<file path="src/rtl/spi_slave_rx.sv">
// SPI mode-0 slave byte transceiver: synchronizes the SPI pins into clk,
// deserializes mosi into bytes and serializes controller bytes onto miso.
//
// state  | meaning
// IDLE   | deselected; sclk ignored, miso low and not driven
// ACTIVE | selected; bits shift in on sclk rise, out on sclk fall
module spi_slave_rx #(
    parameter int SYNC_STAGES = 2
) (
    input  logic       clk,
    input  logic       rst,
    input  logic       sclk,
    input  logic       cs_n,
    input  logic       mosi,
    output logic       miso,
    output logic       miso_oe,
    output logic       spi_tsx_start,
    output logic       spi_tsx_end,
    output logic [7:0] spi_c_data_in,
    output logic       spi_c_data_stb,
    input  logic [7:0] spi_c_data_out
);

    localparam logic [2:0] SETTLE_CYCLES = 3'(SYNC_STAGES + 1);

    typedef enum logic {
        IDLE   = 1'b0,
        ACTIVE = 1'b1
    } state_t;

    state_t                 state;
    logic [SYNC_STAGES-1:0] sclk_pipe;
    logic [SYNC_STAGES-1:0] cs_pipe;
    logic [SYNC_STAGES-1:0] mosi_pipe;
    logic                   sclk_d;
    logic                   cs_d;
    logic                   sclk_s;
    logic                   cs_s;
    logic                   mosi_s;
    logic                   sclk_rise;
    logic                   sclk_fall;
    logic                   cs_rise;
    logic                   cs_fall;
    logic [2:0]             settle_cnt;
    logic                   settled;
    logic                   cs_armed;
    logic [2:0]             bit_cnt;
    logic [7:0]             rx_shift;
    logic [7:0]             tx_shift;

    always_ff @(posedge clk) begin
        if (!rst) begin
            sclk_pipe <= '0;
            cs_pipe   <= '1;
            mosi_pipe <= '0;
            sclk_d    <= 1'b0;
            cs_d      <= 1'b1;
        end else begin
            sclk_pipe <= {sclk_pipe[SYNC_STAGES-2:0], sclk};
            cs_pipe   <= {cs_pipe[SYNC_STAGES-2:0], cs_n};
            mosi_pipe <= {mosi_pipe[SYNC_STAGES-2:0], mosi};
            sclk_d    <= sclk_s;
            cs_d      <= cs_s;
        end
    end

    assign sclk_s    = sclk_pipe[SYNC_STAGES-1];
    assign cs_s      = cs_pipe[SYNC_STAGES-1];
    assign mosi_s    = mosi_pipe[SYNC_STAGES-1];
    assign sclk_rise = sclk_s & ~sclk_d;
    assign sclk_fall = ~sclk_s & sclk_d;
    assign cs_rise   = cs_s & ~cs_d;
    assign cs_fall   = ~cs_s & cs_d;
    assign settled   = (settle_cnt == 3'd0);

    // After reset the pipes flush real pin values; a select that was already low
    // must be seen high once before a falling edge may open a transaction.
    always_ff @(posedge clk) begin
        if (!rst) begin
            settle_cnt <= SETTLE_CYCLES;
            cs_armed   <= 1'b0;
        end else if (!settled) begin
            settle_cnt <= settle_cnt - 3'd1;
        end else if (cs_s) begin
            cs_armed <= 1'b1;
        end
    end

    always_ff @(posedge clk) begin
        if (!rst) begin
            state          <= IDLE;
            bit_cnt        <= 3'd0;
            rx_shift       <= 8'h00;
            tx_shift       <= 8'h00;
            miso_oe        <= 1'b0;
            spi_tsx_start  <= 1'b0;
            spi_tsx_end    <= 1'b0;
            spi_c_data_stb <= 1'b0;
            spi_c_data_in  <= 8'h00;
        end else begin
            spi_tsx_start  <= 1'b0;
            spi_tsx_end    <= 1'b0;
            spi_c_data_stb <= 1'b0;
            case (state)
                IDLE: begin
                    if (cs_fall && cs_armed) begin
                        state         <= ACTIVE;
                        spi_tsx_start <= 1'b1;
                        bit_cnt       <= 3'd0;
                        tx_shift      <= spi_c_data_out;
                        miso_oe       <= 1'b1;
                    end
                end
                ACTIVE: begin
                    if (sclk_rise) begin
                        rx_shift <= {rx_shift[6:0], mosi_s};
                        bit_cnt  <= bit_cnt + 3'd1;
                        if (bit_cnt == 3'd7) begin
                            spi_c_data_in  <= {rx_shift[6:0], mosi_s};
                            spi_c_data_stb <= 1'b1;
                        end
                    end else if (sclk_fall) begin
                        if (bit_cnt == 3'd0) begin
                            tx_shift <= spi_c_data_out;
                        end else begin
                            tx_shift <= {tx_shift[6:0], 1'b0};
                        end
                    end
                    // Deselect overrides the shift/count updates but not a byte
                    // completing in the same cycle.
                    if (cs_rise) begin
                        state       <= IDLE;
                        spi_tsx_end <= 1'b1;
                        miso_oe     <= 1'b0;
                        bit_cnt     <= 3'd0;
                        tx_shift    <= 8'h00;
                        rx_shift    <= 8'h00;
                    end
                end
                default: state <= IDLE;
            endcase
        end
    end

    assign miso = tx_shift[7];

endmodule

</file>
<file path="config.mk">
export PLATFORM = sky130hd
export DESIGN_NAME = spi_slave_rx
export DESIGN_NICKNAME = d
export VERILOG_FILES = /design/src/rtl/spi_slave_rx.sv
export SDC_FILE = /design/constraint.sdc
export NUM_CORES = 1
export LEC_CHECK = 0
export CAP_MARGIN = 0
export CORE_ASPECT_RATIO = 1.75
export CORE_UTILIZATION = 45
export CTS_CLUSTER_DIAMETER = 100
export DETAILED_ROUTE_END_ITERATION = 8
export MAX_ROUTING_LAYER = met4
export PLACE_DENSITY = 0.73
export SYNTH_ARGS = -nofsm -noshare
export SYNTH_HDL_FRONTEND = slang
export SYNTH_SLANG_ARGS = --single-unit
</file>
<file path="constraint.sdc">
create_clock -name clk -period 1.43 [get_ports clk]
set_clock_uncertainty 0.05 [all_clocks]
set_input_delay 0.286 -clock clk [delete_from_list [all_inputs] [get_ports clk]]
set_output_delay 0.286 -clock clk [all_outputs]
set_load 0.05 [all_outputs]
</file>
---- Word-level counts from Yosys, hierarchy flattened ----
Index checks and enable logic that the tools add are counted.
operators by class
  $add $sub $neg .......................... 2
  equality and inequality tests ........... 6
  muxes and demuxes ....................... 20
  bitwise logic cells ..................... 10
  reductions and logical operators ........ 13
operators by type and width
  operator                                                                  number
  8-bit 2-to-1 mux                                                          5
  8-bit case mux with 2 select lines                                        1
  7-bit 2-to-1 mux                                                          2
  2-bit AND reduction                                                       5
  3-bit 2-to-1 mux                                                          3
  3-bit AND reduction                                                       3
  3-bit logical NOT                                                         2
  1-bit 2-to-1 mux                                                          6
  3-bit by 1-bit inequality test with 1-bit output (second input constant)  2
  1-bit NOT                                                                 6
  3-bit case mux with 2 select lines                                        1
  1-bit bitwise AND                                                         4
  1-bit case mux with 2 select lines                                        2
  3-bit by 1-bit adder with 3-bit output (second input constant)            1
  3-bit equality test (second input constant)                               1
  3-bit by 2-bit inequality test with 1-bit output (second input constant)  1
  3-bit by 1-bit subtractor with 3-bit output (second input constant)       1
  2-bit by 1-bit inequality test with 1-bit output (second input constant)  1
  2-bit inequality test (second input constant)                             1
  2-bit nonzero test                                                        1
  2-bit OR reduction                                                        1
  1-bit logical AND                                                         1
word-level totals
  bits in registers ....................... 43
  input bits .............................. 13
  output and inout bits ................... 13
  logic and storage cells ................. 67

---- Depth between registers and ports, before layout ----
Gate-level depths: netlist of run 1.
  depth after elaboration ................. 6
  depth in mapped cells ................... 7
  depth with buffers taken out ............ 6

---- Worst setup path after synthesis of run 1 ----
Ideal clock, no wire load.
  kind .................................... register to register
  from .................................... register bit_cnt[0]
  to ...................................... register tx_shift[7]
  library setup time ...................... 125 ps
  data arrival time ....................... 1240 ps
  data required time ...................... 1255 ps
  path slack .............................. 15 ps
  stages on the path, launching flop included .. 8
  path buffers ............................ 1
  clock period less this slack ............ 1415 ps
  cells stage by stage .................... dfxtp_1 > inv_1 > ha_1 > nor2b_1 > clkbuf_1 > o211a_1 > o22ai_1 > o22ai_1
between the ends
  word-level cells in the longest chain between the ends .. 6
ends and longest elaborated chain
  element                             line  RTL
  start: declaration                  47    logic [2:0] bit_cnt;
  start signal: assignment            117   bit_cnt <= bit_cnt + 3'd1;
  3-bit logical NOT                   123   if (bit_cnt == 3'd0) begin
  8-bit 2-to-1 mux                    123
  8-bit 2-to-1 mux                    122   end else if (sclk_fall) begin
  8-bit 2-to-1 mux                    115   if (sclk_rise) begin
  8-bit 2-to-1 mux                    131   if (cs_rise) begin
  8-bit case mux with 2 select lines  104   case (state)
  end signal: assignment              110   tx_shift <= spi_c_data_out;
  end signal: assignment              124   tx_shift <= spi_c_data_out;
  end signal: assignment              126   tx_shift <= {tx_shift[6:0], 1'b0};
  end: declaration                    49    logic [7:0] tx_shift;
No other way between the ends. The select of a mux whose other input is x is not followed.
A chain may end at the register's enable or synchronous reset.

---- Worst setup path after layout of run 1 ----
  from .................................... register state
  to ...................................... register tx_shift[4]
between the ends
  word-level cells in the longest chain between the ends .. 3
  elaborated cells between the ends (all ways) .. 6
  those cells by class .................... eq/ne (3); mux (1); bitwise (1); reduce/logical (1)
ends and longest elaborated chain
  element                                 line  RTL
  start: declaration                      31    state_t state;
  start signal: assignment                91    state <= IDLE;
  start signal: assignment                107   state <= ACTIVE;
  start signal: assignment                132   state <= IDLE;
  1-bit NOT                               -
  2-bit inequality test (no source line)  -
  3-bit AND reduction (no source line)    -
Parallel ways exist; a longest one is shown, timed or not.

==> results of run 1 <==
[registers in the layout, indices dropped and copies added, names as in the netlist]
register and cells:
rx_shift 7, bit_cnt 3, cs_armed 1, sclk_d 1, spi_c_data_in 8, cs_pipe 2, cs_d 1, state 1
tx_shift 8, spi_tsx_end 1, mosi_pipe 2, spi_c_data_stb 1, sclk_pipe 2, miso_oe 1, settle_cnt 3, spi_tsx_start 1
[cell usage in the layout (no fill, tap or decap), types with 2 or more instances in the layout]
master           count
a21oi_1             12
a22oi_1              7
a32oi_1              2
and2_1               6
buf_12              14
buf_4                9
clkbuf_8             6
clkdlybuf4s50_1     12
dfxtp_1             41
dfxtp_2              2
ha_1                 5
inv_1                5
nand2_1             29
nand2_2              2
nand2b_1             7
nand3_1              2
nor2_1              14
nor2b_1              9
o211a_1              7
o21ai_0              5
o21ai_4              2
o22ai_1             13
[worst paths after layout]
kind | to | from | slack (ns)
worst min register to register | cs_pipe[1] | cs_pipe[0] | 0.36
worst max register to register | tx_shift[4] | state | 0.08
worst max-delay path | tx_shift[4] | state | 0.08
worst min-delay path | cs_pipe[1] | cs_pipe[0] | 0.36
[routing by layer]
| layer | track usage [%] | vias up | wire length [um] |
|---|---|---|---|
| li1 | - | 733 | - |
| met1 | 21.0 | 657 | 1430 |
| met4 | 10.2 | 0 | 110 |
| met3 | 2.90 | 8 | 97 |
| met5 | - | - | 0 |
| met2 | 32.9 | 35 | 1800 |
[report_power, final]
part	total (mW)	switching [mW]	leakage, nW	internal [mW]
clock network	0.968	0.403	0.0612	0.565
logic	0.221	0.105	0.561	0.116
registers	1.25	0.0231	0.350	1.23
[kinds of logic (layout without fill, tap and decap cells)]
logic type / after synthesis / in the layout / share of synthesized area [%]
XOR/XNOR: 1 / 1 / 0.500
AO/OA/AOI/OAI: 52 / 52 / 20.1
buffers and inverters: 17 / 49 / 4.71
flip-flops: 43 / 43 / 49.1
multiplexers: 1 / 1 / 0.571
adder cells (fa/ha/maj): 5 / 5 / 3.57
AND/OR/NAND/NOR: 77 / 77 / 21.5
[final cells by class]
type                       count  area (um2)  share of cell area, %
clock buffer                   6        82.6                   3.46
sequential                    43         863                   36.2
timing repair buffer          35         468                   19.6
tap                           46        57.6                   2.41
clock inverter                 2        35.0                   1.47
multi-input combinational    136         855                   35.9
inverter                       6        22.5                  0.945
[timing repair]
item / 4_1_cts / 5_1_grt
hold buffers: 0 / 0
endpoints found under the hold margin: 0 / 0
setup endpoints to repair: 7 / 14
resized for setup: 4 / 8
[metrics by stage]
step	area (um2)	power [mW]	TNS [ns]	hold slack, ns	utilization, %
global route	2380	2.54	0	0.388	65.0
CTS	2350	2.46	0	0.361	64.1
floorplan	1750	1.40	0	0.336	-
global placement	2220	1.49	-0.297	0.338	60.5
detailed placement	2220	1.50	-0.461	0.342	60.5
finish	2380	2.44	0	0.358	65.0
==> flow_metrics.py, run 1 <==
metrics = {
    "floorplanning": {
        "fp.dieW_um": 49.2,
        "core_um2": 3660,
        "ios": 26,
        "dieArea_um2": 4160,
        "rows": 29,
        "start_util_pct": 47.8,
        "die_height_um": 84.6,
    },
    "synthesis": {
        "yosys_most_used_dff": "dfxtp_1",
        "synth.yosys.seq_area_share_pct": 49.1,
        "synth_area_leaders": "dfxtp_1, nand2_1, o22ai_1",
        "synth.distinct_cells": 31,
        "syn_inst": 196,
        "synth.avg_cell_area_um2": 8.94,
        "yosys-top-cells-count": "dfxtp_1, nand2_1, nor2_1, o22ai_1, a21oi_1",
        "synth-seq-cells": 43,
        "synth_top_area_cell": "dfxtp_1",
        "synth_most_common_cell": "dfxtp_1",
        "synthDominantCellAreaShare_pct": 49.1,
        "synth_fp_nets": 214,
        "synth_area_um2": 1750,
        "async_reset_ff_share_pct": 0,
        "synth-warning-count": 0,
        "synth_edf_count": 0,
    },
    "critical_path": {
        "reg2reg_depth": 4,
        "cp.depth": 4,
        "crit_chain": "buf_4, o21a_1, o21ai_4, o22ai_1",
        "required_ns": 1.59,
        "crit_buf_inv": 1,
        "critPathTopFamily": "compound AO/OA/AOI/OAI gates",
        "worstPathArrival_ns": 1.51,
        "cpMaxStageDelayCell": "dfxtp_1",
        "critical_path.max_stage_delay_ns": 0.37,
        "cp-start-kind": "flop",
        "crit_type": "flop to flop",
        "path_max_fanout": 25,
        "worstSetupEndpointType": "flop",
    },
    "global_route": {
        "grt_max_degree": 26,
        "grt_pass1_vias": 1384,
        "grt_pass1_wl_mm": 6.12,
        "grt_use_total_pct": 19.3,
        "antenna_found_initial": 0,
        "overflow": 0,
    },
    "clock_tree": {
        "clock-sinks": 43,
        "post_cts_buffers": 0,
        "cts_tree": "yes",
        "clockRootBuffer": "clkbuf_8",
        "clock_latency_ns": 0.29,
        "cts_buffers": 5,
        "clk_pin_slew_ns": 0.08,
        "clockBufferDepth": 2,
        "cts_max_level": 2,
    },
    "timing": {
        "finalHoldViolCount": 0,
        "fin_ws_ns": 0.0777,
        "rsz0062_at_grt": "false",
        "period_share_pct": 94.6,
        "finalMaxSlewViolations": 0,
        "fin_crit_ns": 1.35,
        "final-setup-viol-count": 0,
        "tightest_slew_ns": 0.312,
        "slew_headroom_pct": 79.0,
        "fmax_mhz": 739,
    },
    "final_layout": {
        "n_antenna_cell": 0,
        "nFillCells": 296,
        "final_cell_count_no_fill": 274,
        "area_growth_pct": 36.0,
        "nets": 245,
        "drive_gt1_share_pct": 19.7,
    },
    "pwr": {
        "leakage_nw": 0.971,
        "power_density_nw_per_um2": 1030,
        "vdd.ir_drop.worst_uv": 888,
    },
    "routing": {
        "vias_per_cell": 5.23,
        "num_vias": 1433,
        "wirelength_mm": 3.44,
        "ant_nets": 0,
        "first_iter_violations": 24,
        "drc": 0,
        "first_pass_iters": 5,
        "wire_per_inst_um": 12.6,
    },
    "worst_hold_path": {
        "worstHoldPathType": "flop to flop",
        "hold_depth": 1,
    },
    "placement": {
        "dp_hpwl_mm": 2.38,
        "gp_congestion": 0.794,
        "port-buffer-count": 25,
        "dpl.cell_count": 266,
        "dp_slack_ns": -0.0838,
    },
    "flow_run": {
        "maxCapViolations": 0,
    },
    "status": {
        "status": "finished clean",
    },
}
Power figures use the tool's default switching activity.
==> run 2, diff against run 1 <==
--- a/config.mk
+++ b/config.mk
@@ -5,7 +5,7 @@
 export SDC_FILE = /design/constraint.sdc
 export NUM_CORES = 1
 export LEC_CHECK = 0
-export CAP_MARGIN = 0
+export CAP_MARGIN = 20
 export CORE_ASPECT_RATIO = 1.75
 export CORE_UTILIZATION = 45
 export CTS_CLUSTER_DIAMETER = 100
==> results of run 2 <==
The final DEF is identical to that of run 1; final timing and power are the same.
==> variant (config.mk and constraints of run 1) <==
Change the parameter `SYNC_STAGES` from 2 to 4.
--- a/src/rtl/spi_slave_rx.sv
+++ b/src/rtl/spi_slave_rx.sv
@@ -5,7 +5,7 @@
 // IDLE   | deselected; sclk ignored, miso low and not driven
 // ACTIVE | selected; bits shift in on sclk rise, out on sclk fall
 module spi_slave_rx #(
-    parameter int SYNC_STAGES = 2
+    parameter int SYNC_STAGES = 4
 ) (
     input  logic       clk,
     input  logic       rst,
Check against the original RTL: not equivalent (Yosys sat finds a counterexample within 10 cycles, from zero or initial values and one cycle with rst low).
==> variant against run 1 <==
- total power fell by 2.0%
- worst setup slack got worse by 37 ps
- routed wire length up 8.0%
- combinational power decreased by 23%
- area after synthesis grew 11%
- count of clock-buffer cells in the layout is 1 lower
- cell area grew 13%
- largest cell class unchanged
- sequential cell count grew 6
==> variant: results (changes against run 1) <==
* Synth top area cells: dfxtp_1 50%, a21oi_1 5.4%, nand2_1 4.6%
* YS warnings at 0 (unchanged)
* Max stage delay on crit path at 330 ps (-40 ps)
* Setup Viol. Count Final at 0 (unchanged)
* Status: completed
* Synth top cells by count: 49 x dfxtp_1, 24 x nand2_1, 21 x a21oi_1
* Max layer used: met4
* Post-Synth Adder-Cell Area at 3.21% (-0.36 points)
* CP max-delay cell: dfxtp_2
* Worst VDD drop at 1070 uV (+20%)
* Worst Hold End: cs_pipe[2]
* Mux contribution to synthesized area at 0% (-0.57 points)
* CP delay by family, top: compound AO/OA/AOI/OAI gates
* Crit path max fanout at 7 (-72%)
* Pre-CTS setup slack at -32.4 ps (+51.3 ps)
* Post-layout min period at 1390 ps (+37.5 ps)
* GRT Util Overall at 19.0% (-0.23 points)
* Combinational gate power at 0.000171 W (-23%)
* FF-to-FF path depth at 7 (+3)
* Final WL at 3.72 mm (+8.0%)
* CP startpoint: bit_cnt[0]
* DR iter-0 viols at 28 (+17%)
* Rel. slew slack at 81.6% (+2.6 points)
* Metal3 WL at 120 um (+24%)
* M1 WL at 1.45 mm (+1.8%)
* Layout filler cell count at 343 (+16%)
* Min-delay src: cs_pipe[1]
* Internal power at 0.00183 W (-4.2%)
* CTS Buffer Depth at 2 (unchanged)
* Share of post-route cells with drive strength above 1 at 26.5% (+6.7 points)
* Met2 routed WL at 2.07 mm (+15%)
* Placed inst area at 2510 um^2 (+13%)
* Hold Crit Class: flip-flop to flip-flop
* Seq pwr share at 59.0% (+7.7 points)
* Via count at 1606 (+12%)
* Synth unique cells at 29 (-6.5%)
* Nets at 274 (+12%)
* Port bufs at 25 (unchanged)
* Number of global-route vias before repair at 1539 (+11%)
* Final HPWL DP at 2.51 mm (+5.7%)
* Post-Syn Nets at 235 (+9.8%)
* R2R Path End: tx_shift[0]
* Async SR Flop Fraction at 0% (unchanged)
* Compound-gate portion of the synthesized area at 17.3% (-2.8 points)
* Global-route wire length before repair at 6.24 mm (+1.9%)
* Seq/Total Area, Yosys at 50.4% (+1.3 points)
* P_seq at 0.00141 W (+13%)
* Ant diodes at 0 (unchanged)
* Xor/xnor share of the synthesized area at 0.450% (-0.050 points)
* Placer Congestion at 0.818 (+3.0%)
* R2r setup slk at 40 ps (-40 ps)
* Leak at 1.03 nW (+6.3%)
* Largest net degree at the start of global routing at 25 (-3.8%)
* H-tree depth at 2 (unchanged)
* Number of iterations in the first detailed-routing pass at 4 (-1)
* Largest registers: spi_c_data_in x8, tx_shift x8, rx_shift x7
-- variant: changes by cell type in the layout (fill, tap and decap cells not counted), moves of 8 or more --
| cell | run 1 | this run |
|---|---|---|
| o22ai_1 | 13 | 0 |
| nor2b_1 | 9 | 1 |
| a221o_1 | 0 | 8 |
| nand3_1 | 2 | 11 |
-- variant: per-stage QoR --
stage | util, % | hold WS (ps) | instances
2_1_floorplan | - | 309 | 217
3_3_place_gp | 60.4 | 342 | 295
3_5_place_dp | 60.4 | 351 | 295
4_1_cts | 63.2 | 377 | 303
5_1_grt | 65.1 | 396 | 306
6_report | 65.1 | 370 | 306
-- variant: what timing repair did --
item / 4_1_cts / 5_1_grt
setup buffers: 0 / 3
resized for setup: 8 / 19
pin swaps: 0 / 13
gates cloned: 0 / 0
endpoints found under the setup margin: 10 / 23
hold buffers: 0 / 0
-- variant: metal layers --
layer	global-route usage, %	vias to the layer above
li1	-	806
met1	17.6	768
met2	35.3	27
met3	4.08	5
met4	10.1	0
met5	-	-
-- variant: cell type report --
| cell class | instances | share of cell area (%) |
|---|---|---|
| repair buffers | 45 | 21.6 |
| flip-flops and latches | 49 | 36.6 |
| clock buffers | 5 | 2.55 |
| clock inverters | 3 | 0.787 |
| multi-input cells | 141 | 34.3 |
| well taps | 49 | 2.27 |
| inverters | 14 | 1.94 |
-- variant: worst reg2reg max path: cells and delay by family, from the launching register on --
| family | cells | cell delay (ps) |
|---|---|---|
| AO/OA/AOI/OAI | 2 | 440 |
| flip-flops | 1 | 330 |
| buffers and inverters | 2 | 200 |
| AND/OR/NAND/NOR | 2 | 200 |
| adder cells (fa/ha/maj) | 1 | 110 |
